==> src/rtl/regdest_wr_arbiter_if.sv <==
// Writeback request / register-file write-port bundle for regdest_wr_arbiter.
// master: requesters plus register-file side (drives requests, stall, flush).
// slave : the arbiter itself.
interface regdest_wr_arbiter_if #(
    parameter int unsigned NUM_REQ = 4,
    parameter int unsigned DATA_W  = 16,
    parameter int unsigned ADDR_W  = 5
);
    logic [NUM_REQ-1:0]        req_valid;
    logic [4*NUM_REQ-1:0]      req_sel;
    logic [ADDR_W*NUM_REQ-1:0] req_addr;
    logic [DATA_W*NUM_REQ-1:0] req_data;
    logic [NUM_REQ-1:0]        req_ready;
    logic                      wr_stall;
    logic                      flush;
    logic                      wr_en;
    logic [3:0]                wr_sel;
    logic [ADDR_W-1:0]         wr_addr;
    logic [DATA_W-1:0]         wr_data;
    logic [2:0]                wr_src;
    logic                      err_sel;
    logic [15:0]               stat_stall_cnt;

    modport master (
        output req_valid, req_sel, req_addr, req_data, wr_stall, flush,
        input  req_ready, wr_en, wr_sel, wr_addr, wr_data, wr_src, err_sel, stat_stall_cnt
    );

    modport slave (
        input  req_valid, req_sel, req_addr, req_data, wr_stall, flush,
        output req_ready, wr_en, wr_sel, wr_addr, wr_data, wr_src, err_sel, stat_stall_cnt
    );
endinterface

==> src/rtl/regdest_wr_arbiter.sv <==
// Round-robin arbiter sharing the single register-file write port among
// NUM_REQ writeback requesters. Grants are combinational; the write port is
// registered, held across register-file stalls, and discarded on flush.
// Optional: define REGDEST_STALL_STATS_EN to build the saturating stall counter
// behind stat_stall_cnt (otherwise the port reads constant 0).
module regdest_wr_arbiter #(
    parameter int unsigned NUM_REQ = 4,
    parameter int unsigned DATA_W  = 16,
    parameter int unsigned ADDR_W  = 5,
    parameter int unsigned MAX_SEL = 11
) (
    input  logic                    clk,
    input  logic                    rst_n,
    regdest_wr_arbiter_if.slave     bus
);
    localparam int unsigned PTR_W = $clog2(NUM_REQ);
    localparam int unsigned SEL_W = 4;
    localparam int unsigned SRC_W = 3;
    localparam int unsigned CNT_W = 16;

    localparam logic [1:0] ST_IDLE  = 2'd0;
    localparam logic [1:0] ST_WRITE = 2'd1;
    localparam logic [1:0] ST_HOLD  = 2'd2;

    localparam logic [PTR_W-1:0] LAST_IDX = PTR_W'(NUM_REQ - 1);

    logic [1:0]        state_q, state_d;
    logic [PTR_W-1:0]  rr_ptr_q, rr_ptr_d;
    logic              wr_en_q, wr_en_d;
    logic [SEL_W-1:0]  wr_sel_q, wr_sel_d;
    logic [ADDR_W-1:0] wr_addr_q, wr_addr_d;
    logic [DATA_W-1:0] wr_data_q, wr_data_d;
    logic [SRC_W-1:0]  wr_src_q, wr_src_d;
    logic              err_sel_q, err_sel_d;

    logic              can_accept_c;
    logic              gnt_hit_c;
    logic [PTR_W-1:0]  gnt_idx_c;
    logic [NUM_REQ-1:0] grant_c;
    int unsigned       scan_idx;

    logic [SEL_W-1:0]  sel_arr  [NUM_REQ];
    logic [ADDR_W-1:0] addr_arr [NUM_REQ];
    logic [DATA_W-1:0] data_arr [NUM_REQ];

    // Split the flat per-requester buses into indexable arrays
    for (genvar gi = 0; gi < NUM_REQ; gi++) begin : g_unpack
        assign sel_arr[gi]  = bus.req_sel[SEL_W*gi +: SEL_W];
        assign addr_arr[gi] = bus.req_addr[ADDR_W*gi +: ADDR_W];
        assign data_arr[gi] = bus.req_data[DATA_W*gi +: DATA_W];
    end

    // Round-robin search from rr_ptr, wrapping modulo NUM_REQ; one-hot grant
    always_comb begin
        can_accept_c = !bus.flush && ((state_q == ST_IDLE) || !bus.wr_stall);
        grant_c      = '0;
        gnt_idx_c    = '0;
        gnt_hit_c    = 1'b0;
        scan_idx     = 0;
        for (int unsigned k = 0; k < NUM_REQ; k++) begin
            scan_idx = 32'(rr_ptr_q) + k;
            if (scan_idx >= NUM_REQ) begin
                scan_idx = scan_idx - NUM_REQ;
            end
            if (can_accept_c && !gnt_hit_c && bus.req_valid[PTR_W'(scan_idx)]) begin
                gnt_hit_c = 1'b1;
                gnt_idx_c = PTR_W'(scan_idx);
            end
        end
        if (gnt_hit_c) begin
            grant_c[gnt_idx_c] = 1'b1;
        end
    end

    assign bus.req_ready = grant_c;

    // Next-state and write-port capture: flush > stall hold > handshake > idle
    always_comb begin
        state_d   = state_q;
        rr_ptr_d  = rr_ptr_q;
        wr_en_d   = wr_en_q;
        wr_sel_d  = wr_sel_q;
        wr_addr_d = wr_addr_q;
        wr_data_d = wr_data_q;
        wr_src_d  = wr_src_q;
        err_sel_d = 1'b0;

        if (bus.flush) begin
            state_d  = ST_IDLE;
            wr_en_d  = 1'b0;
            rr_ptr_d = '0;
        end else if ((state_q != ST_IDLE) && bus.wr_stall) begin
            state_d = ST_HOLD;
        end else if (gnt_hit_c) begin
            rr_ptr_d = (gnt_idx_c == LAST_IDX) ? '0 : gnt_idx_c + PTR_W'(1);
            if (32'(sel_arr[gnt_idx_c]) <= MAX_SEL) begin
                state_d   = ST_WRITE;
                wr_en_d   = 1'b1;
                wr_sel_d  = sel_arr[gnt_idx_c];
                wr_addr_d = addr_arr[gnt_idx_c];
                wr_data_d = data_arr[gnt_idx_c];
                wr_src_d  = SRC_W'(gnt_idx_c);
            end else begin
                // Illegal select: request consumed, nothing written
                state_d   = ST_IDLE;
                wr_en_d   = 1'b0;
                err_sel_d = 1'b1;
            end
        end else begin
            state_d = ST_IDLE;
            wr_en_d = 1'b0;
        end
    end

    // State, pointer and write-port registers
    always_ff @(posedge clk or negedge rst_n) begin
        if (!rst_n) begin
            state_q   <= ST_IDLE;
            rr_ptr_q  <= '0;
            wr_en_q   <= 1'b0;
            wr_sel_q  <= '0;
            wr_addr_q <= '0;
            wr_data_q <= '0;
            wr_src_q  <= '0;
            err_sel_q <= 1'b0;
        end else begin
            state_q   <= state_d;
            rr_ptr_q  <= rr_ptr_d;
            wr_en_q   <= wr_en_d;
            wr_sel_q  <= wr_sel_d;
            wr_addr_q <= wr_addr_d;
            wr_data_q <= wr_data_d;
            wr_src_q  <= wr_src_d;
            err_sel_q <= err_sel_d;
        end
    end

    assign bus.wr_en   = wr_en_q;
    assign bus.wr_sel  = wr_sel_q;
    assign bus.wr_addr = wr_addr_q;
    assign bus.wr_data = wr_data_q;
    assign bus.wr_src  = wr_src_q;
    assign bus.err_sel = err_sel_q;

`ifdef REGDEST_STALL_STATS_EN
    logic [CNT_W-1:0] stall_cnt_q, stall_cnt_d;

    // Saturating count of cycles where a presented write was stalled
    always_comb begin
        stall_cnt_d = stall_cnt_q;
        if (bus.flush) begin
            stall_cnt_d = '0;
        end else if (wr_en_q && bus.wr_stall && (stall_cnt_q != {CNT_W{1'b1}})) begin
            stall_cnt_d = stall_cnt_q + CNT_W'(1);
        end
    end

    // Stall counter register
    always_ff @(posedge clk or negedge rst_n) begin
        if (!rst_n) begin
            stall_cnt_q <= '0;
        end else begin
            stall_cnt_q <= stall_cnt_d;
        end
    end

    assign bus.stat_stall_cnt = stall_cnt_q;
`else
    assign bus.stat_stall_cnt = CNT_W'(0);
`endif

endmodule

==> src/flat_wrapper.sv <==
// flat-port wrapper written by rule: the top's interface ports become plain ports
module regdest_wr_arbiter_flat 
#(
    parameter int unsigned NUM_REQ = 4,
    parameter int unsigned DATA_W  = 16,
    parameter int unsigned ADDR_W  = 5,
    parameter int unsigned MAX_SEL = 11
)
  (clk, rst_n, bus_req_valid, bus_req_sel, bus_req_addr, bus_req_data, bus_wr_stall, bus_flush, bus_req_ready, bus_wr_en, bus_wr_sel, bus_wr_addr, bus_wr_data, bus_wr_src, bus_err_sel, bus_stat_stall_cnt);
  regdest_wr_arbiter_if #(.NUM_REQ(NUM_REQ), .DATA_W(DATA_W), .ADDR_W(ADDR_W)) bus_i ();
  input  logic clk;
  input  logic rst_n;
  input wire logic [$bits(bus_i.req_valid)-1:0] bus_req_valid;
  input wire logic [$bits(bus_i.req_sel)-1:0] bus_req_sel;
  input wire logic [$bits(bus_i.req_addr)-1:0] bus_req_addr;
  input wire logic [$bits(bus_i.req_data)-1:0] bus_req_data;
  input wire logic [$bits(bus_i.wr_stall)-1:0] bus_wr_stall;
  input wire logic [$bits(bus_i.flush)-1:0] bus_flush;
  output wire logic [$bits(bus_i.req_ready)-1:0] bus_req_ready;
  output wire logic [$bits(bus_i.wr_en)-1:0] bus_wr_en;
  output wire logic [$bits(bus_i.wr_sel)-1:0] bus_wr_sel;
  output wire logic [$bits(bus_i.wr_addr)-1:0] bus_wr_addr;
  output wire logic [$bits(bus_i.wr_data)-1:0] bus_wr_data;
  output wire logic [$bits(bus_i.wr_src)-1:0] bus_wr_src;
  output wire logic [$bits(bus_i.err_sel)-1:0] bus_err_sel;
  output wire logic [$bits(bus_i.stat_stall_cnt)-1:0] bus_stat_stall_cnt;
  assign bus_i.req_valid = bus_req_valid;
  assign bus_i.req_sel = bus_req_sel;
  assign bus_i.req_addr = bus_req_addr;
  assign bus_i.req_data = bus_req_data;
  assign bus_i.wr_stall = bus_wr_stall;
  assign bus_i.flush = bus_flush;
  assign bus_req_ready = bus_i.req_ready;
  assign bus_wr_en = bus_i.wr_en;
  assign bus_wr_sel = bus_i.wr_sel;
  assign bus_wr_addr = bus_i.wr_addr;
  assign bus_wr_data = bus_i.wr_data;
  assign bus_wr_src = bus_i.wr_src;
  assign bus_err_sel = bus_i.err_sel;
  assign bus_stat_stall_cnt = bus_i.stat_stall_cnt;
  regdest_wr_arbiter #(.NUM_REQ(NUM_REQ), .DATA_W(DATA_W), .ADDR_W(ADDR_W), .MAX_SEL(MAX_SEL)) u_core (.clk(clk), .rst_n(rst_n), .bus(bus_i));
endmodule
==> config.mk <==
export PLATFORM = sky130hd
export DESIGN_NAME = regdest_wr_arbiter_flat
export DESIGN_NICKNAME = d
export VERILOG_FILES = /design/src/rtl/regdest_wr_arbiter_if.sv /design/src/rtl/regdest_wr_arbiter.sv /design/src/flat_wrapper.sv
export SDC_FILE = /design/constraint.sdc
export NUM_CORES = 1
export LEC_CHECK = 0
export ABC_AREA = 1
export CAP_MARGIN = 25
export CORE_MARGIN = 4
export CORE_UTILIZATION = 43
export CTS_CLUSTER_DIAMETER = 120
export DETAILED_ROUTE_END_ITERATION = 12
export PLACE_DENSITY = 0.92
export SLEW_MARGIN = 20
export SYNTH_ARGS = -nofsm -noshare
export SYNTH_HDL_FRONTEND = slang
export SYNTH_SLANG_ARGS = --single-unit
==> constraint.sdc <==
create_clock -name clk -period 4.9 [get_ports clk]
set_input_delay 0.735 -clock clk [delete_from_list [all_inputs] [get_ports clk]]
set_output_delay 0.735 -clock clk [all_outputs]
set_load 0.005 [all_outputs]
* Word-level counts from Yosys, hierarchy flattened
Index checks and enable logic that the tools add are counted.
Word-level totals: output and inout bits 50, flip-flop bits (word level) 33
Cells by class: magnitude comparators 12, add/subtract/negate cells 8, reductions and logical operators 21, muxes and demuxes 48, equal/unequal tests 2, bitwise logic cells 3
Operators with widths (number):
- binary-select mux 16 bit (select 2 bit) | 1
- 2-to-1 mux 16 bit | 2
- 2-to-1 mux 2 bit | 14
- 2-to-1 mux 1 bit | 19
- less-than comparator 2 x 3 -> 1 bit, second input constant | 5
- greater-or-equal comparator 3 bit, second input constant | 4
- 2-to-1 mux 4 bit | 3
- binary-select mux 5 bit (select 2 bit) | 1
- logical AND 1 bit | 10
- 2-to-1 mux 5 bit | 2
- binary-select mux 1 bit (select 2 bit) | 4
- binary-select mux 4 bit (select 2 bit) | 1
- subtractor 2 x 1 -> 2 bit, second input constant | 4
- adder 2 x 2 -> 3 bit, second input constant | 2
- logical NOT 1 bit | 5
- <= comparator 4 bit, second input constant | 1
- AND reduction 4 bit | 1
- nonzero test 2 bit | 2
- adder 2 x 1 -> 3 bit, second input constant | 1
- greater-or-equal comparator 2 x 3 -> 1 bit, second input constant | 1
- inverter 2 -> 3 bit | 1
- adder 2 x 1 -> 2 bit, second input constant | 1
- demux 1 bit (select 2 bit) | 1
- equality test 2 bit, second input constant | 1
- 6 further kinds | 7

* Depth between registers and ports, before layout
Gate-level depths: netlist of run 1.
word-level depth 27, depth in mapped cells 19, mapped depth without buffers 17

* Least setup slack after synthesis of run 1
Ideal clock, no wire load.
path kind input to output, start input bus_wr_stall, end output bus_req_ready[1], path buffers 1, setup slack 2.093 ns, arrival time 2.072 ns, required time 4.165 ns, stages on the path 13, path through inv_1 -> nor2_1 -> nor2_4 -> nand2_1 -> nor2_4 -> nand4_1 -> nand2_1 -> nand2_4 -> inv_4 -> buf_2 -> ha_1 -> inv_1 -> nor2_1
On the way: word-level cells in the longest chain between the ends 22
Ends and longest elaborated chain:
- start: declaration | line flat_wrapper.sv:17 | input wire logic [$bits(bus_i.wr_stall)-1:0] bus_wr_stall;
- logical NOT 1 bit (*) | line regdest_wr_arbiter.sv:55 | can_accept_c = !bus.flush && ((state_q == ST_IDLE) || !bus.wr_stall);
- logical OR 1 bit (*) | line regdest_wr_arbiter.sv:55
- logical AND 1 bit (*) | line regdest_wr_arbiter.sv:55
- logical AND 1 bit | line regdest_wr_arbiter.sv:65 | if (can_accept_c && !gnt_hit_c && bus.req_valid[PTR_W'(scan_idx)]) begin
- 2-to-1 mux 1 bit | line regdest_wr_arbiter.sv:65
- logical NOT 1 bit | line regdest_wr_arbiter.sv:65
- logical AND 1 bit (2 in series) | line regdest_wr_arbiter.sv:65
- 2-to-1 mux 1 bit | line regdest_wr_arbiter.sv:65
- [... 4 more ...]
- logical NOT 1 bit | line regdest_wr_arbiter.sv:65
- logical AND 1 bit (2 in series) | line regdest_wr_arbiter.sv:65
- 2-to-1 mux 2 bit | line regdest_wr_arbiter.sv:65
- less-than comparator 2 x 3 -> 1 bit (implied by the code) or greater-or-equal comparator 2 x 1 -> 1 bit (tied branches) | line regdest_wr_arbiter.sv:71 | grant_c[gnt_idx_c] = 1'b1;
- logical AND 1 bit (implied by the code) | line regdest_wr_arbiter.sv:71
- 2-to-1 mux 1 bit (implied by the code) | line regdest_wr_arbiter.sv:71
- demux 1 bit (select 2 bit)
- 2-to-1 mux 4 bit (*) | line regdest_wr_arbiter.sv:70 | if (gnt_hit_c) begin
- end: declaration | line flat_wrapper.sv:19 | output wire logic [$bits(bus_i.req_ready)-1:0] bus_req_ready;
Every way passes the cells marked *; elsewhere a longest branch is shown, timed or not.

* Worst setup path in the final report of run 1
start input bus_wr_stall, end output bus_req_ready[2]
Same word-level chain as after synthesis.

==> results of run 1 <==
[through the flow]
step / hold slack [ps] / util (%) / std cells / instance area [um2]
2_1_floorplan: 439 / - / 455 / 3010
3_3_place_gp: 493 / 64.7 / 634 / 4200
3_5_place_dp: 500 / 64.7 / 634 / 4200
4_1_cts: 516 / 66.3 / 641 / 4310
5_1_grt: 532 / 66.3 / 641 / 4310
6_report: 496 / 66.3 / 641 / 4310
[final timing paths]
check / end / slack [ps] / cells past startpoint
min in group clk: u_core.bus.wr_data[3] / 510 / 2
max in group asynchronous: u_core.bus.wr_addr[0] / 3940 / 1
worst max-delay path: bus_req_ready[2] / 770 / 15
worst max register to register: u_core.bus.wr_data[8] / 1480 / 15
worst min-delay path: u_core.bus.wr_data[0] / 500 / 1
worst min register to register: u_core.bus.wr_data[3] / 510 / 2
[cells in the final DEF (no fill, tap or decap), types with 2 or more instances in the layout]
| master | count |
|---|---|
| inv_4 | 3 |
| conb_1 | 17 |
| o21ai_0 | 38 |
| clkdlybuf4s50_1 | 139 |
| nand2_1 | 176 |
| nand3_1 | 18 |
| dfrtp_1 | 33 |
| nand3_4 | 2 |
| clkbuf_8 | 5 |
| nor2_1 | 33 |
| nand4_1 | 3 |
| o21ai_1 | 10 |
| nand3_2 | 25 |
| inv_2 | 3 |
| inv_1 | 22 |
| nand2_2 | 12 |
| nor2_4 | 2 |
| ha_1 | 4 |
| nand2_4 | 4 |
| buf_4 | 3 |
[cell families (layout without fill, tap and decap cells)]
family | after synthesis | in the layout | share of synthesized area (%)
compound gates | 52 | 52 | 9.17
fa+ha+maj | 4 | 4 | 1.70
buf+inv | 69 | 178 | 14.6
flops | 33 | 33 | 28.0
other cells | 1 | 17 | 0.127
simple gates | 280 | 280 | 46.4
[flip-flops by register name (all words and copies together), names as in the netlist]
signal and count:
u_core.bus.err_sel 1, u_core.bus.wr_en 1, u_core.rr_ptr_q 2, u_core.state_q 2
u_core.bus.wr_sel 4, u_core.bus.wr_data 16, u_core.bus.wr_src 2, u_core.bus.wr_addr 5
[final cells by class]
cell class	instances	area, um2	share of cell area [%]
inverters	28	113	2.61
well taps	77	96.3	2.24
flip-flops and latches	33	826	19.2
clock inverters	2	35.0	0.813
repair buffers	143	1420	32.9
clock buffers	5	68.8	1.60
multi-input cells	353	1750	40.6
[power groups by stage]
stage / logic (mW) / clock network, mW / registers (mW)
4_1_cts: 2.21 / 0.250 / 0.531
2_1_floorplan: 1.70 / 0 / 0.519
3_5_place_dp: 2.21 / 0 / 0.534
3_3_place_gp: 2.12 / 0 / 0.527
5_1_grt: 2.47 / 0.264 / 0.549
6_report: 2.20 / 0.246 / 0.531
[routing by layer]
metal  wire length [um]  global-route usage, %  up-vias
li1                   -                      -     1595
met1               3440                   24.4     1454
met2               4670                   39.3      141
met3                640                   4.58       23
met4                280                   9.55        0
met5                  0                      0        -
[worst register-to-register path: stages, from the launching register on]
cell     delay, ps
dfrtp_1        560
inv_4          160
nand2_1        110
nand2_2         90
nand2_2         90
nand3_2        130
o21ai_2        180
nand2_2        120
nand2_4        260
buf_4          370
nand2_1        130
nand3_2        130
nand3_4        370
nand2_4        430
nand2_1        130
nand2_1        100
==> metrics.yaml, run 1 <==
drt_pre_antenna_iters: 5
synth_top_area_share_pct: 28.0
setup_viol: 0
critical_path.top_delay_family: "buffers and inverters"
grt_start_max_net_pins: 34
worstSetupPathType: "primary input to primary output"
yosysWarnings: 0
hold_path_class: "primary input to asynchronous set/reset pin"
place_hpwl_um: 7050
outcome: "finished, final reports clean"
p_sw_share_pct: 52.1
gp_congestion: 0.873
core_um2: 6490
grt_pass1_wl_um: 14700
peakVddDrop_v: 0.000279
tightest_slew_ps: 713
ys_top_cells_by_area: "dfrtp_1 28%, nand2_1 22%, nand3_2 8.5%, o21ai_0 6.5%, buf_4 4.8%"
final_hold_viol_count: 0
drtAntennaViolNets: 0
drive_gt1_share_pct: 11.7
ctsResizeCount: 0
slowest_delay_ps: 540
ys.flop_type: "dfrtp_1"
avgSynthCellArea_um2: 6.71
ys_seq_area_share_pct: 28.0
route.vias.total: 3213
slew_headroom_pct: 52.5
p_comb_share_pct: 73.9
pin_count: 158
gr-usage-all-layers_pct: 21.7
fin_crit_ps: 4130
crit_chain: "clkdlybuf4s50_1 > inv_1 > nor2_1 > nor2_4 > inv_1 > nor2_1 > nor2_1 > nand2_1 > nand2_2 > nand2_4 > inv_2 > ha_1 > inv_1 > nor2_1 > clkdlybuf4s50_1"
fillerInstances: 516
synth_edf_count: 0
cts.clk_slew.worst_paths_ps: 70
nNetsFinal: 676
cts_max_level: 2
worstPathRequired_ps: 4160
slowest_stage: "clkdlybuf4s50_1"
critPathMaxFanout: 26
intPower_mw: 1.43
fin_tns_setup_ps: 0
yosysMostFrequentCell: "nand2_1"
grt_pass1_vias: 3139
area_growth_pct: 46.2
slew_violations: 0
finalPower_mw: 2.98
drtIter0Drc: 145
rsz0062_at_grt: "false"
p_seq_share_pct: 17.8
clkLatencyLatePin_ps: 290
post_cts_buffers: 0
worstPathArrival_ps: 3400
cp-start-kind: "primary input"
yosys.area.top_type: "dfrtp_1"
setup.worst_path.end_class: "primary output"
routedWlPerCell_um: 14.1
clkPwrFrac_pct: 8.3
ys_ff_latch: 33
netlist_area_um2: 2950
finClkSkew_ps: 10.2
synth_commonest_cells: "176 x nand2_1, 38 x o21ai_0, 33 x dfrtp_1, 33 x nor2_1, 25 x nand3_2"
clk_path_buf_depth: 2
die_y_um: 90.8
critPathLaunch: "bus_wr_stall"
dieArea_um2: 8240
crit_top_cell: "nor2_1"
antenna_found_initial: 0
p_switching_mw: 1.55
period_share_pct: 84.3
io_buffers: 140
synthArstFlopShare_pct: 100
p_leak_nw: 2.06
rows: 29
cts_root_buf: "clkbuf_8"
synth_cell_types: 32
setup_slack_ps: 768
hold_buffers: 0
antenna_cells: 0
vias_per_cell: 5.01
fp.dieW_um: 90.8
gr-total-overflow: 0
initial_utilization_pct: 45.4
cts_tree: "built"
fmax_ghz: 0.242
reg2reg_from: "u_core.rr_ptr_q[0]"
dp_slack_ps: 776
cts-buffers-inserted: 5
p_per_area_nw_per_um2: 691
cts.sinks: 33
path_buf_inv: 6
max-cap-violations: 0
wl_um: 9030
syn_inst: 439
post-route-drc-count: 0
Power figures use the tool's default switching activity.
==> inputs of run 2 (changes only) <==
CORE_UTILIZATION = 36   (was 43)
PLACE_DENSITY = 0.83   (was 0.92)
clock period = 3.5 ns   (was 4.9 ns; I/O delays follow)
==> run 2 against run 1 <==
Net effect:
- via count down 0.47%
- sequential power rose by 40%
- final area is 2.5% higher
- clock-buffer cell count up 2
- total power grew 45%
- register-to-register slack lost 900 ps
==> metrics.yaml, run 2 (synthesized netlist as in run 1, its figures left out) <==
fin_crit_ps: 3280
wl_um: 8980  # -0.61%
final_hold_viol_count: 0  # unchanged
worstSetupPathType: "primary input to primary output"
gr-usage-all-layers_pct: 18.1  # -3.6 points
drive_gt1_share_pct: 13.5  # +1.8 points
clkPwrFrac_pct: 8.4  # about the same
setup_viol: 0  # unchanged
fp.dieW_um: 98.5  # +8.5%
fmax_ghz: 0.305
tightest_slew_ps: 743  # +30.6 ps
grt_pass1_vias: 3136  # -0.096%
intPower_mw: 2.11  # +48%
max-cap-violations: 0  # unchanged
fillerInstances: 771  # +49%
rows: 32  # +10%
seqCellArea_um2: 827  # +0.15%
period_share_pct: 93.7
reg2reg_from: "u_core.rr_ptr_q[0]"
dieArea_um2: 9700  # +18%
routedWlPerCell_um: 13.3  # -5.5%
hold_path_class: "primary input to asynchronous set/reset pin"
cts_tree: "built"
vias_per_cell: 4.74  # -5.3%
core_um2: 7850  # +21%
reg2reg_slack_ps: 580  # -900 ps
slew_violations: 0  # unchanged
drtIter0Drc: 75  # -48%
largest_register_ffs: 16  # unchanged
clk_path_buf_depth: 2  # unchanged
worstPathArrival_ps: 2760  # -640 ps
setup.worst_path.end_class: "primary output"
p_sw_share_pct: 51.3  # -0.85 points
outcome: "finished, final reports clean"
fin_tns_setup_ps: 0  # unchanged
clkLatencyLatePin_ps: 280  # about the same
peakVddDrop_v: 0.000520  # +87%
antenna_cells: 0  # unchanged
antenna_found_initial: 0  # unchanged
initial_utilization_pct: 37.5  # -7.8 points
mostFrequentLayoutCells: "174 x nand2_1, 139 x clkdlybuf4s50_1, 38 x o21ai_0"
gp_congestion: 0.840  # -3.8%
cts-buffers-inserted: 5  # unchanged
p_seq_share_pct: 17.1  # -0.7 points
p_per_area_nw_per_um2: 981  # +42%
worstPathRequired_ps: 2970  # -1190 ps
drt_pre_antenna_iters: 4  # -1
area_growth_pct: 49.9
cp-start-kind: "primary input"
io_buffers: 140  # unchanged
cts.sinks: 33  # unchanged
drtAntennaViolNets: 0  # unchanged
multi_input_area_um2: 1760  # +0.43%
cts_max_level: 2  # unchanged
ff2ff_path_depth: 16  # +1
gr-total-overflow: 0  # unchanged
slew_headroom_pct: 50.4  # -2.0 points
rsz0062_at_grt: "false"
route.vias.total: 3198  # -0.47%
fin_cells: 674  # +5.1%
p_switching_mw: 2.22  # +43%
nNetsFinal: 683  # +1.0%
post-route-drc-count: 0  # unchanged
place_hpwl_um: 6960  # -1.3%
critPathMaxFanout: 15  # -42%
die_y_um: 98.5  # +8.5%
dpl.cell_count: 666  # +5.0%
p_leak_nw: 2.10  # +1.8%
r2r-end: "u_core.bus.wr_data[8]"
pin_count: 158  # unchanged
final_common_cell: "nand2_1"
p_comb_share_pct: 74.5  # +0.6 points
cts.clk_slew.worst_paths_ps: 70  # about the same
finClkSkew_ps: 6.44  # -3.77 ps
grt_start_max_net_pins: 39  # +15%
grt_pass1_wl_um: 14700  # -0.42%
cts_root_buf: "clkbuf_8"
-- run 2: cell count changes in the layout (fill, tap and decap cells not counted) --
cell / before / now
nand2_1: 176 / 174
dfrtp_1: 33 / 32
clkbuf_8: 5 / 6
inv_4: 3 / 2
clkbuf_1: 0 / 1
dfrtp_2: 0 / 1
nand2_2: 12 / 14
nor2_1: 33 / 32
clkinv_4: 0 / 1
nor2_2: 1 / 2
buf_4: 3 / 10
clkinv_2: 1 / 0
-- run 2: what timing repair did --
| item | CTS | global route |
|---|---|---|
| setup buffers | 0 | 0 |
| hold buffers | 0 | 0 |
| resized for setup | 0 | 5 |
| endpoints found under the setup margin | 0 | 4 |
| hold endpoints to repair | 0 | 0 |
-- run 2: cell type report --
| cell class | count | share of cell area (%) |
|---|---|---|
| clock buffer | 7 | 1.96 |
| clock inverter | 1 | 0.680 |
| inverter | 28 | 2.61 |
| multi-input combinational | 353 | 39.8 |
| sequential | 33 | 18.7 |
| tap | 102 | 2.89 |
| timing repair buffer | 150 | 33.3 |
-- run 2: worst max-delay path: stages --
cell,delay (ps)
clkdlybuf4s50_1,500
inv_1,70
nand2_1,70
nand2_2,70
nand2_2,80
nand3_2,120
o21ai_2,150
nand2_2,110
nand2_4,180
ha_1,210
inv_1,50
nor2_1,90
clkdlybuf4s50_1,500
-- run 2: per-stage QoR --
| step | instance area (um2) | worst slack [ps] | hold slack, ps | power [mW] | utilization (%) |
|---|---|---|---|---|---|
| global route | 4420 | 15.8 | 362 | 4.80 | 56.3 |
| detailed placement | 4290 | 216 | 496 | 4.00 | 54.6 |
| CTS | 4400 | 195 | 329 | 4.38 | 56.1 |
| global placement | 4290 | 270 | 483 | 3.91 | 54.6 |
| finish | 4420 | 219 | 308 | 4.33 | 56.3 |
| floorplan | 3010 | 1100 | 229 | 3.11 | - |
-- run 2: power by group through the flow --
stage / Sequential [mW] / Clock (mW) / Combinational (mW)
6_report: 0.741 / 0.363 / 3.23
5_1_grt: 0.769 / 0.391 / 3.64
4_1_cts: 0.742 / 0.372 / 3.27
3_5_place_dp: 0.746 / 0 / 3.25
3_3_place_gp: 0.736 / 0 / 3.17
2_1_floorplan: 0.726 / 0 / 2.38
-- run 2: worst max path at each step --
stage                             startpoint                to
after floorplan           u_core.rr_ptr_q[0]  bus_req_ready[3]
after global placement      bus_req_valid[2]  bus_req_ready[3]
after detailed placement    bus_req_valid[2]  bus_req_ready[3]
after CTS                 u_core.rr_ptr_q[0]  bus_req_ready[3]
after global routing            bus_wr_stall  bus_req_ready[0]
final                       bus_req_valid[2]  bus_req_ready[3]
-- run 2: routing by layer --
layer | vias up | track usage (%) | wire [um]
li1 | 1616 | - | -
met3 | 12 | 4.53 | 579
met1 | 1470 | 21.7 | 3870
met2 | 100 | 32.0 | 4370
met5 | - | 0 | 0
met4 | 0 | 5.67 | 169
==> inputs of run 3 (changes only) <==
GPL_TIMING_DRIVEN = 0   (was default)
==> run 3 against run 2 <==
Net effect:
- die area did not move
- utilization rose by 4.0 points
- hold slack got worse by 280 ps
- combinational power rose by 13%
- wire length rose by 11%
- clock-buffer cell count did not move
- first-iteration DRC count rose by 41%
- largest cell class unchanged
- sequential share of layout area fell by 1.3 points
- critical path depth rose by 2
- via count rose by 4.4%
- non-clock buffer count rose by 32
==> metrics.yaml, run 3 (synthesized netlist as in run 1, its figures left out) <==
outcome: "finished, final reports clean"
drt_pre_antenna_iters: 4  # unchanged
wl_um: 9920  # +11%
worstPathRequired_ps: 2970  # about the same
cts-buffers-inserted: 5  # unchanged
cts.clk_slew.worst_paths_ps: 70  # about the same
gr-total-overflow: 0  # unchanged
pin_count: 158  # unchanged
fp.dieW_um: 98.5  # unchanged
p_switching_mw: 2.38  # +7.4%
grt_start_max_net_pins: 33  # -15%
clkPwrFrac_pct: 7.9  # -0.5 points
gp_congestion: 0.922  # +9.8%
intPower_mw: 2.36  # +12%
final_common_cell: "nand2_1"
setup_slack_ps: 67.8  # -151 ps
final_hold_viol_count: 0  # unchanged
critPathMaxFanout: 11  # -4
finClkSkew_ps: 1.56  # -4.88 ps
finalPower_mw: 4.75  # +9.6%
period_share_pct: 98.1  # +4.3 points
antenna_cells: 0  # unchanged
p_sw_share_pct: 50.2  # -1.1 points
vias_per_cell: 4.73  # -0.32%
p_seq_share_pct: 15.0  # -2.1 points
setup_viol: 0  # unchanged
nNetsFinal: 715  # +4.7%
largest_register_ffs: 16  # unchanged
dp_slack_ps: -200  # -416 ps
io_buffers: 140  # unchanged
hold_path_class: "primary input to asynchronous set/reset pin"
mostFrequentLayoutCells: "176 x nand2_1, 138 x clkdlybuf4s50_1, 38 x o21ai_0"
slew_violations: 0  # unchanged
die_y_um: 98.5  # unchanged
p_comb_share_pct: 77.1  # +2.6 points
route.vias.total: 3339  # +4.4%
drtIter0Drc: 106  # +41%
rows: 32  # unchanged
cp-start-kind: "primary input"
drtAntennaViolNets: 0  # unchanged
place_hpwl_um: 7770  # +12%
holdWs_ps: 27.6  # -280 ps
hold_buffers: 0  # unchanged
p_leak_nw: 2.31  # +10%
max-cap-violations: 0  # unchanged
worstPathArrival_ps: 2910  # +150 ps
fmax_ghz: 0.291  # -4.4%
cts_max_level: 2  # unchanged
gr-usage-all-layers_pct: 19.7  # +1.5 points
ff2ff_path_depth: 18  # +2
peakVddDrop_v: 0.000533  # +2.4%
grt_pass1_vias: 3433  # +9.5%
cts.sinks: 33  # unchanged
drive_gt1_share_pct: 17.5  # +4.1 points
clk_path_buf_depth: 2  # unchanged
clkLatencyLatePin_ps: 280  # about the same
worstSetupPathType: "primary input to primary output"
routedWlPerCell_um: 14.1  # +5.5%
setup.worst_path.end_class: "primary output"
core_um2: 7850  # unchanged
antenna_found_initial: 0  # unchanged
rsz0062_at_grt: "true"
cts_root_buf: "clkbuf_8"
post-route-drc-count: 0  # unchanged
dieArea_um2: 9700  # unchanged
area_growth_pct: 60.6
cts_tree: "built"
fin_crit_ps: 3430  # +151 ps
final_util_pct: 60.3  # +4.0 points
grt_pass1_wl_um: 15800  # +7.9%
p_per_area_nw_per_um2: 1000  # +2.3%
fillerInstances: 716  # -7.1%
initial_utilization_pct: 37.5  # unchanged
==> run 3: final timing paths <==
check                                    endpoint  slack (ps)                 start
setup reg to reg           u_core.bus.wr_data[12]        1070    u_core.rr_ptr_q[0]
max in group asynchronous    u_core.bus.wr_sel[0]        3110                 rst_n
min in group clk             u_core.bus.wr_src[0]         510  u_core.bus.wr_src[0]
hold reg to reg              u_core.bus.wr_src[0]         510  u_core.bus.wr_src[0]
setup / recovery                 bus_req_ready[1]          70      bus_req_valid[2]
hold / removal              u_core.bus.wr_data[5]          30                 rst_n
==> run 3: worst max-delay path, stage by stage <==
cell and delay (ps):
clkdlybuf4s50_1 440, inv_1 110, nand2_1 70, nand2_2 100, nand2_2 90, nand3_4 120
nand2_4 70, nor2_8 120, nand3_4 130, nand2_8 140, buf_8 150, ha_1 160
inv_1 40, nor2_1 100, clkdlybuf4s50_1 520
==> run 3: layout make-up <==
cell class / count / area (um2) / area share (%)
Buffer: 39 / 324 / 6.85
Inverter: 28 / 125 / 2.64
Clock inverter: 1 / 30.0 / 0.635
Timing Repair Buffer: 143 / 1430 / 30.3
Multi-Input combinational cell: 353 / 1780 / 37.6
Sequential cell: 33 / 826 / 17.5
Clock buffer: 7 / 86.3 / 1.82
Tap cell: 102 / 128 / 2.70
==> run 3: metal layers <==
metal	vias up	track usage [%]	wire length (um)
met3	16	4.46	689
met5	-	0	0
met2	128	36.2	5150
met1	1519	22.5	3860
met4	0	5.99	220
li1	1676	-	-
==> run 3: metrics by stage <==
step / cells / TNS [ps] / cell area (um2)
floorplan: 455 / 0 / 3010
global placement: 697 / -423 / 4540
detailed placement: 698 / -698 / 4550
CTS: 706 / 0 / 4700
global route: 706 / -150 / 4730
finish: 706 / 0 / 4730
==> run 3: power by group through the flow <==
| stage | Clock, mW | Sequential (mW) | Combinational (mW) |
|---|---|---|---|
| final | 0.373 | 0.713 | 3.66 |
| after global routing | 0.398 | 0.735 | 4.08 |
| after CTS | 0.381 | 0.715 | 3.64 |
| after detailed placement | 0 | 0.722 | 3.57 |
| after global placement | 0 | 0.710 | 3.47 |
| after floorplan | 0 | 0.726 | 2.38 |
==> run 3: what timing repair did <==
action / in CTS / in global routing
resized for setup: 6 / 11
pin swaps: 2 / 3
setup endpoints to repair: 4 / 4
endpoints found under the hold margin: 0 / 0
buffers inserted: 2 / 0
==> RTL change 1 (settings of run 2) <==
`DATA_W` is set to 16 in 3 places; all go to 18.
--- a/src/rtl/regdest_wr_arbiter_if.sv
+++ b/src/rtl/regdest_wr_arbiter_if.sv
@@ -3,7 +3,7 @@
 // slave : the arbiter itself.
 interface regdest_wr_arbiter_if #(
     parameter int unsigned NUM_REQ = 4,
-    parameter int unsigned DATA_W  = 16,
+    parameter int unsigned DATA_W  = 18,
     parameter int unsigned ADDR_W  = 5
 );
     logic [NUM_REQ-1:0]        req_valid;
--- a/src/rtl/regdest_wr_arbiter.sv
+++ b/src/rtl/regdest_wr_arbiter.sv
@@ -5,7 +5,7 @@
 // behind stat_stall_cnt (otherwise the port reads constant 0).
 module regdest_wr_arbiter #(
     parameter int unsigned NUM_REQ = 4,
-    parameter int unsigned DATA_W  = 16,
+    parameter int unsigned DATA_W  = 18,
     parameter int unsigned ADDR_W  = 5,
     parameter int unsigned MAX_SEL = 11
 ) (
--- a/src/flat_wrapper.sv
+++ b/src/flat_wrapper.sv
@@ -2,7 +2,7 @@
 module regdest_wr_arbiter_flat 
 #(
     parameter int unsigned NUM_REQ = 4,
-    parameter int unsigned DATA_W  = 16,
+    parameter int unsigned DATA_W  = 18,
     parameter int unsigned ADDR_W  = 5,
     parameter int unsigned MAX_SEL = 11
 )
Ports: changed (resized bus_req_data and bus_wr_data); port bits go from 158 to 168. No check against the original RTL was run, so the function may have changed too.
==> RTL change 1 against run 2 <==
- area after synthesis grew 15%
- power grew 4.0%
- clock power grew 19%
- largest cell class unchanged
- final area grew 13%
- clock skew grew 0.0018 ns
- highest routed layer unchanged
- sequential cell count grew 2
- routed wire length grew 13%
- worst setup slack lost 0.084 ns
==> RTL change 1: results <==
set metrics [dict create \
    status "finished clean" \
    multi_input_gates 398 \
    flops_and_latches 35 \
    signal_buffers 163 \
    vias 3755 \
    critPathArrivalTime_ns 2.84 \
    post_cts_buffers 0 \
    clkbuf_count 6 \
    cts_inserted_buffers 5 \
    ys_async_sr_fraction_pct 100.0 \
    grt_max_degree 36 \
    synth_cell_types 33 \
    firstDrtPassIters 5 \
    gp_congestion 1.007 \
    synth.top_cells.by_count "nand2_1 (232), nand3_1 (72), inv_1 (70)" \
    root_buffer "clkbuf_8" \
    buffer_area_share_pct 31.89 \
    max_slew_margin_pct 45.87 \
    fill_cells 905 \
    grt_pass1_wl_microns 16590 \
    yosys_warnings 0 \
    synth_ff_type "dfrtp_1" \
    clockPowerShare_pct 9.6 \
    synth.area.top_cells "dfrtp_1 (26%), nand2_1 (26%), nand3_1 (11%), inv_1 (7.7%), nand3_2 (7.7%)" \
    globalRouteMet1Util_pct 21.14 \
    dp_hpwl_microns 7959 \
    clkLatencyLatePin_ns 0.29 \
    clock_skew_ns 0.008218 \
    seq_area_sq_um 875.8 \
    cts_buffer_depth 2 \
    placedCellCount 783 \
    critPathSlowestCell "clkdlybuf4s50_1" \
    fin_area_sq_um 4999 \
    first_global_vias 3576 \
    p_leak_nw 2.660 \
    crit_fanout 5 \
    multiInputGateArea_sq_um 1969 \
    dpl_worst_slack_ns 0.1076 \
    dpl-instance-area_sq_um 4858 \
    seq_cell_power_w 0.000740 \
    groute.usage.overall_pct 17.99 \
    drive_above_1_share_pct 11.91 \
    clock_area_share_pct 2.653 \
    num-nonclk-inverters 76 \
    layout.cells.non_filler 791 \
    fin_nets 799 \
    critPathTopFamily "buffers and inverters" \
    vdd_drop_max_uv 411.9 \
    h-tree-depth 2 \
    p_switching_w 0.002269 \
    synthCells 540 \
    swShare_pct 50.38 \
    drt-total-wl_microns 10130 \
    area_growth_pct 47.04 \
    io_buffer_count 150 \
    first_iter_violations 154 \
    largest_reg_flops 18 \
    use_met2_pct 32.49 \
    yosysSeqAreaShare_pct 25.76 \
    met3_usage_pct 4.632 \
]
-- RTL change 1: cell count changes in the layout (fill, tap and decap cells not counted), moves of 3 or more --
| cell | run 2 | this run |
|---|---|---|
| nand3_1 | 18 | 72 |
| clkdlybuf4s50_1 | 139 | 149 |
| nand2_1 | 174 | 232 |
| o21ai_1 | 10 | 1 |
| inv_1 | 22 | 70 |
| nand2_4 | 4 | 7 |
| buf_4 | 10 | 13 |
| o21ai_0 | 38 | 1 |
| nand2_2 | 14 | 10 |
| dfrtp_1 | 32 | 35 |
| nor2_1 | 32 | 10 |
-- RTL change 1: kinds of logic (layout without fill, tap and decap cells) --
kind of cell	after synthesis	in the layout	share of synthesized area [%]
simple gates	371	371	52.85
buf+inv	123	247	18.51
flops	35	35	25.76
compound gates	6	6	1.288
fa+ha+maj	4	4	1.472
other cells	1	17	0.1103
-- RTL change 1: final timing paths --
path / to / startpoint / slack [ns] / cells after the start
worst max register to register: u_core.bus.wr_sel[2] / u_core.rr_ptr_q[0] / 0.74 / 16
max in group asynchronous: u_core.rr_ptr_q[0] / rst_n / 2.65 / 1
worst min-delay path: u_core.bus.wr_addr[0] / rst_n / 0.33 / 1
min in group clk: u_core.bus.wr_addr[2] / u_core.bus.wr_addr[2] / 0.51 / 2
worst min register to register: u_core.bus.wr_addr[2] / u_core.bus.wr_addr[2] / 0.51 / 2
worst max-delay path: bus_req_ready[3] / bus_req_valid[3] / 0.13 / 13
-- RTL change 1: metal layers --
layer,up-vias,share of wire (%)
met4,0,1.0
met1,1708,40
met2,157,51
met3,12,8.2
met5,-,0
li1,1878,-
-- RTL change 1: repair_timing --
item                                   in CTS  in global routing
hold buffers                                0                  0
gates resized for setup                     0                  2
endpoints found under the hold margin       0                  0
setup endpoints to repair                   0                  4
==> RTL change 2 (config.mk and constraints of run 2) <==
Made on the original files. Take the reset off `wr_data_q` and load it in a clocked block of its own.
--- a/src/rtl/regdest_wr_arbiter.sv
+++ b/src/rtl/regdest_wr_arbiter.sv
@@ -120,7 +120,6 @@
             wr_en_q   <= 1'b0;
             wr_sel_q  <= '0;
             wr_addr_q <= '0;
-            wr_data_q <= '0;
             wr_src_q  <= '0;
             err_sel_q <= 1'b0;
         end else begin
@@ -129,10 +128,13 @@
             wr_en_q   <= wr_en_d;
             wr_sel_q  <= wr_sel_d;
             wr_addr_q <= wr_addr_d;
-            wr_data_q <= wr_data_d;
             wr_src_q  <= wr_src_d;
             err_sel_q <= err_sel_d;
         end
+    end
+
+    always_ff @(posedge clk) begin
+        wr_data_q <= wr_data_d;
     end
 
     assign bus.wr_en   = wr_en_q;
Formal check against the unedited RTL: not equivalent (a bounded check fails within 4 cycles, from zero or initial values and one cycle with rst_n low).
==> RTL change 2 against run 2 <==
- sequential power is 7.7% higher
- first-iteration DRC count is 76% higher
- final area is 5.0% lower
- clock power is 7.4% lower
- sequential cell count stayed put
- non-clock buffer count is 2 lower
- power is 23% lower
- worst setup slack worse by 0.015 ns
- area after synthesis is 8.5% lower
- synthesized cell count is 16% lower
- combinational power is 32% lower
- count of clock-buffer cells in the layout is 1 lower
- routed wire length is 2.1% lower
- largest cell class is now non-clock buffers
==> RTL change 2: results <==
set metrics [dict create \
    slowest_delay_ns 0.52 \
    fin_ws_ns 0.2033 \
    clkbuf_count 6 \
    status "finished clean" \
    area_growth_pct 55.71 \
    gp_congestion 0.8866 \
    first_global_vias 2734 \
    vdd_drop_max_uv 381.6 \
    p_int_w 0.001815 \
    use_met2_pct 32.74 \
    wl_met1_microns 3388 \
    hold_class "register to register" \
    ys_async_sr_fraction_pct 51.52 \
    dpl_worst_slack_ns 0.2099 \
    yosysSeqAreaShare_pct 33.61 \
    multi_input_area_share_pct 34.02 \
    p_comb_w 0.00220 \
    first_iter_violations 132 \
    r2r_cells 15 \
    seq_area_sq_um 907.1 \
    biggestCellCategory "non-clock buffers" \
    fin_nets 618 \
    dpl-instance-area_sq_um 4086 \
    critPathArrivalTime_ns 2.77 \
    fp.coreArea_sq_um 7253 \
    signal_buffers 148 \
    met3_usage_pct 3.984 \
    grt_pass1_wl_microns 13230 \
    synth_edf_count 16 \
    seq_cell_power_w 0.000798 \
    ant_nets 0 \
    clock_skew_ns 0.006702 \
    grt_max_degree 50 \
    max_slew_margin_pct 51.64 \
    crit_fanout 19 \
    synth.top_cells.by_count "nand2_1 (100), nor2_1 (39), inv_1 (33), o21ai_0 (33), nand3_1 (31)" \
    placedCellCount 598 \
    drive_above_1_share_pct 10.26 \
    globalRouteMet1Util_pct 22.66 \
    r2r_end "u_core.bus.wr_data[1]" \
    critical_path.startpoint "bus_req_valid[0]" \
    endpoint "bus_req_ready[0]" \
    multi_input_gates 280 \
    clock_area_share_pct 2.594 \
    dp_hpwl_microns 7083 \
    num-nonclk-inverters 38 \
    firstDrtPassIters 5 \
    buffer_area_share_pct 35.12 \
    avgSynthCellArea_sq_um 7.284 \
    p_leak_nw 1.912 \
    flops_and_latches 33 \
    rrSetupSlack_ns 0.66 \
    route.met2.wl_microns 4530 \
    wire_per_inst_microns 14.51 \
    groute.usage.overall_pct 18.81 \
    synth_cell_types 34 \
    swShare_pct 45.61 \
    fill_cells 670 \
]
## RTL change 2: kinds of logic (layout without fill, tap and decap cells)
family	after synthesis	after routing	share of synthesized area [%]
flops	33	33	33.61
other cells	1	17	0.1391
compound gates	54	54	11.14
buf+inv	73	194	15.65
simple gates	205	205	37.60
fa+ha+maj	4	4	1.857
## RTL change 2: worst min-delay path: stages (launching register included)
cell,delay (ns)
dfrtp_1,0.36
nand3_2,0.07
nand2_1,0.06
## RTL change 2: worst min path at each step
stage          cells past startpoint  slack [ns]              endpoint                 start
3_5_place_dp                       2        0.50      u_core.bus.wr_en      u_core.bus.wr_en
6_report                           2        0.52  u_core.bus.wr_src[0]  u_core.bus.wr_src[0]
3_3_place_gp                       2        0.49      u_core.bus.wr_en      u_core.bus.wr_en
2_1_floorplan                      0        0.23    u_core.bus.err_sel                 rst_n
5_1_grt                            2        0.53      u_core.bus.wr_en      u_core.bus.wr_en
4_1_cts                            2        0.52      u_core.bus.wr_en      u_core.bus.wr_en
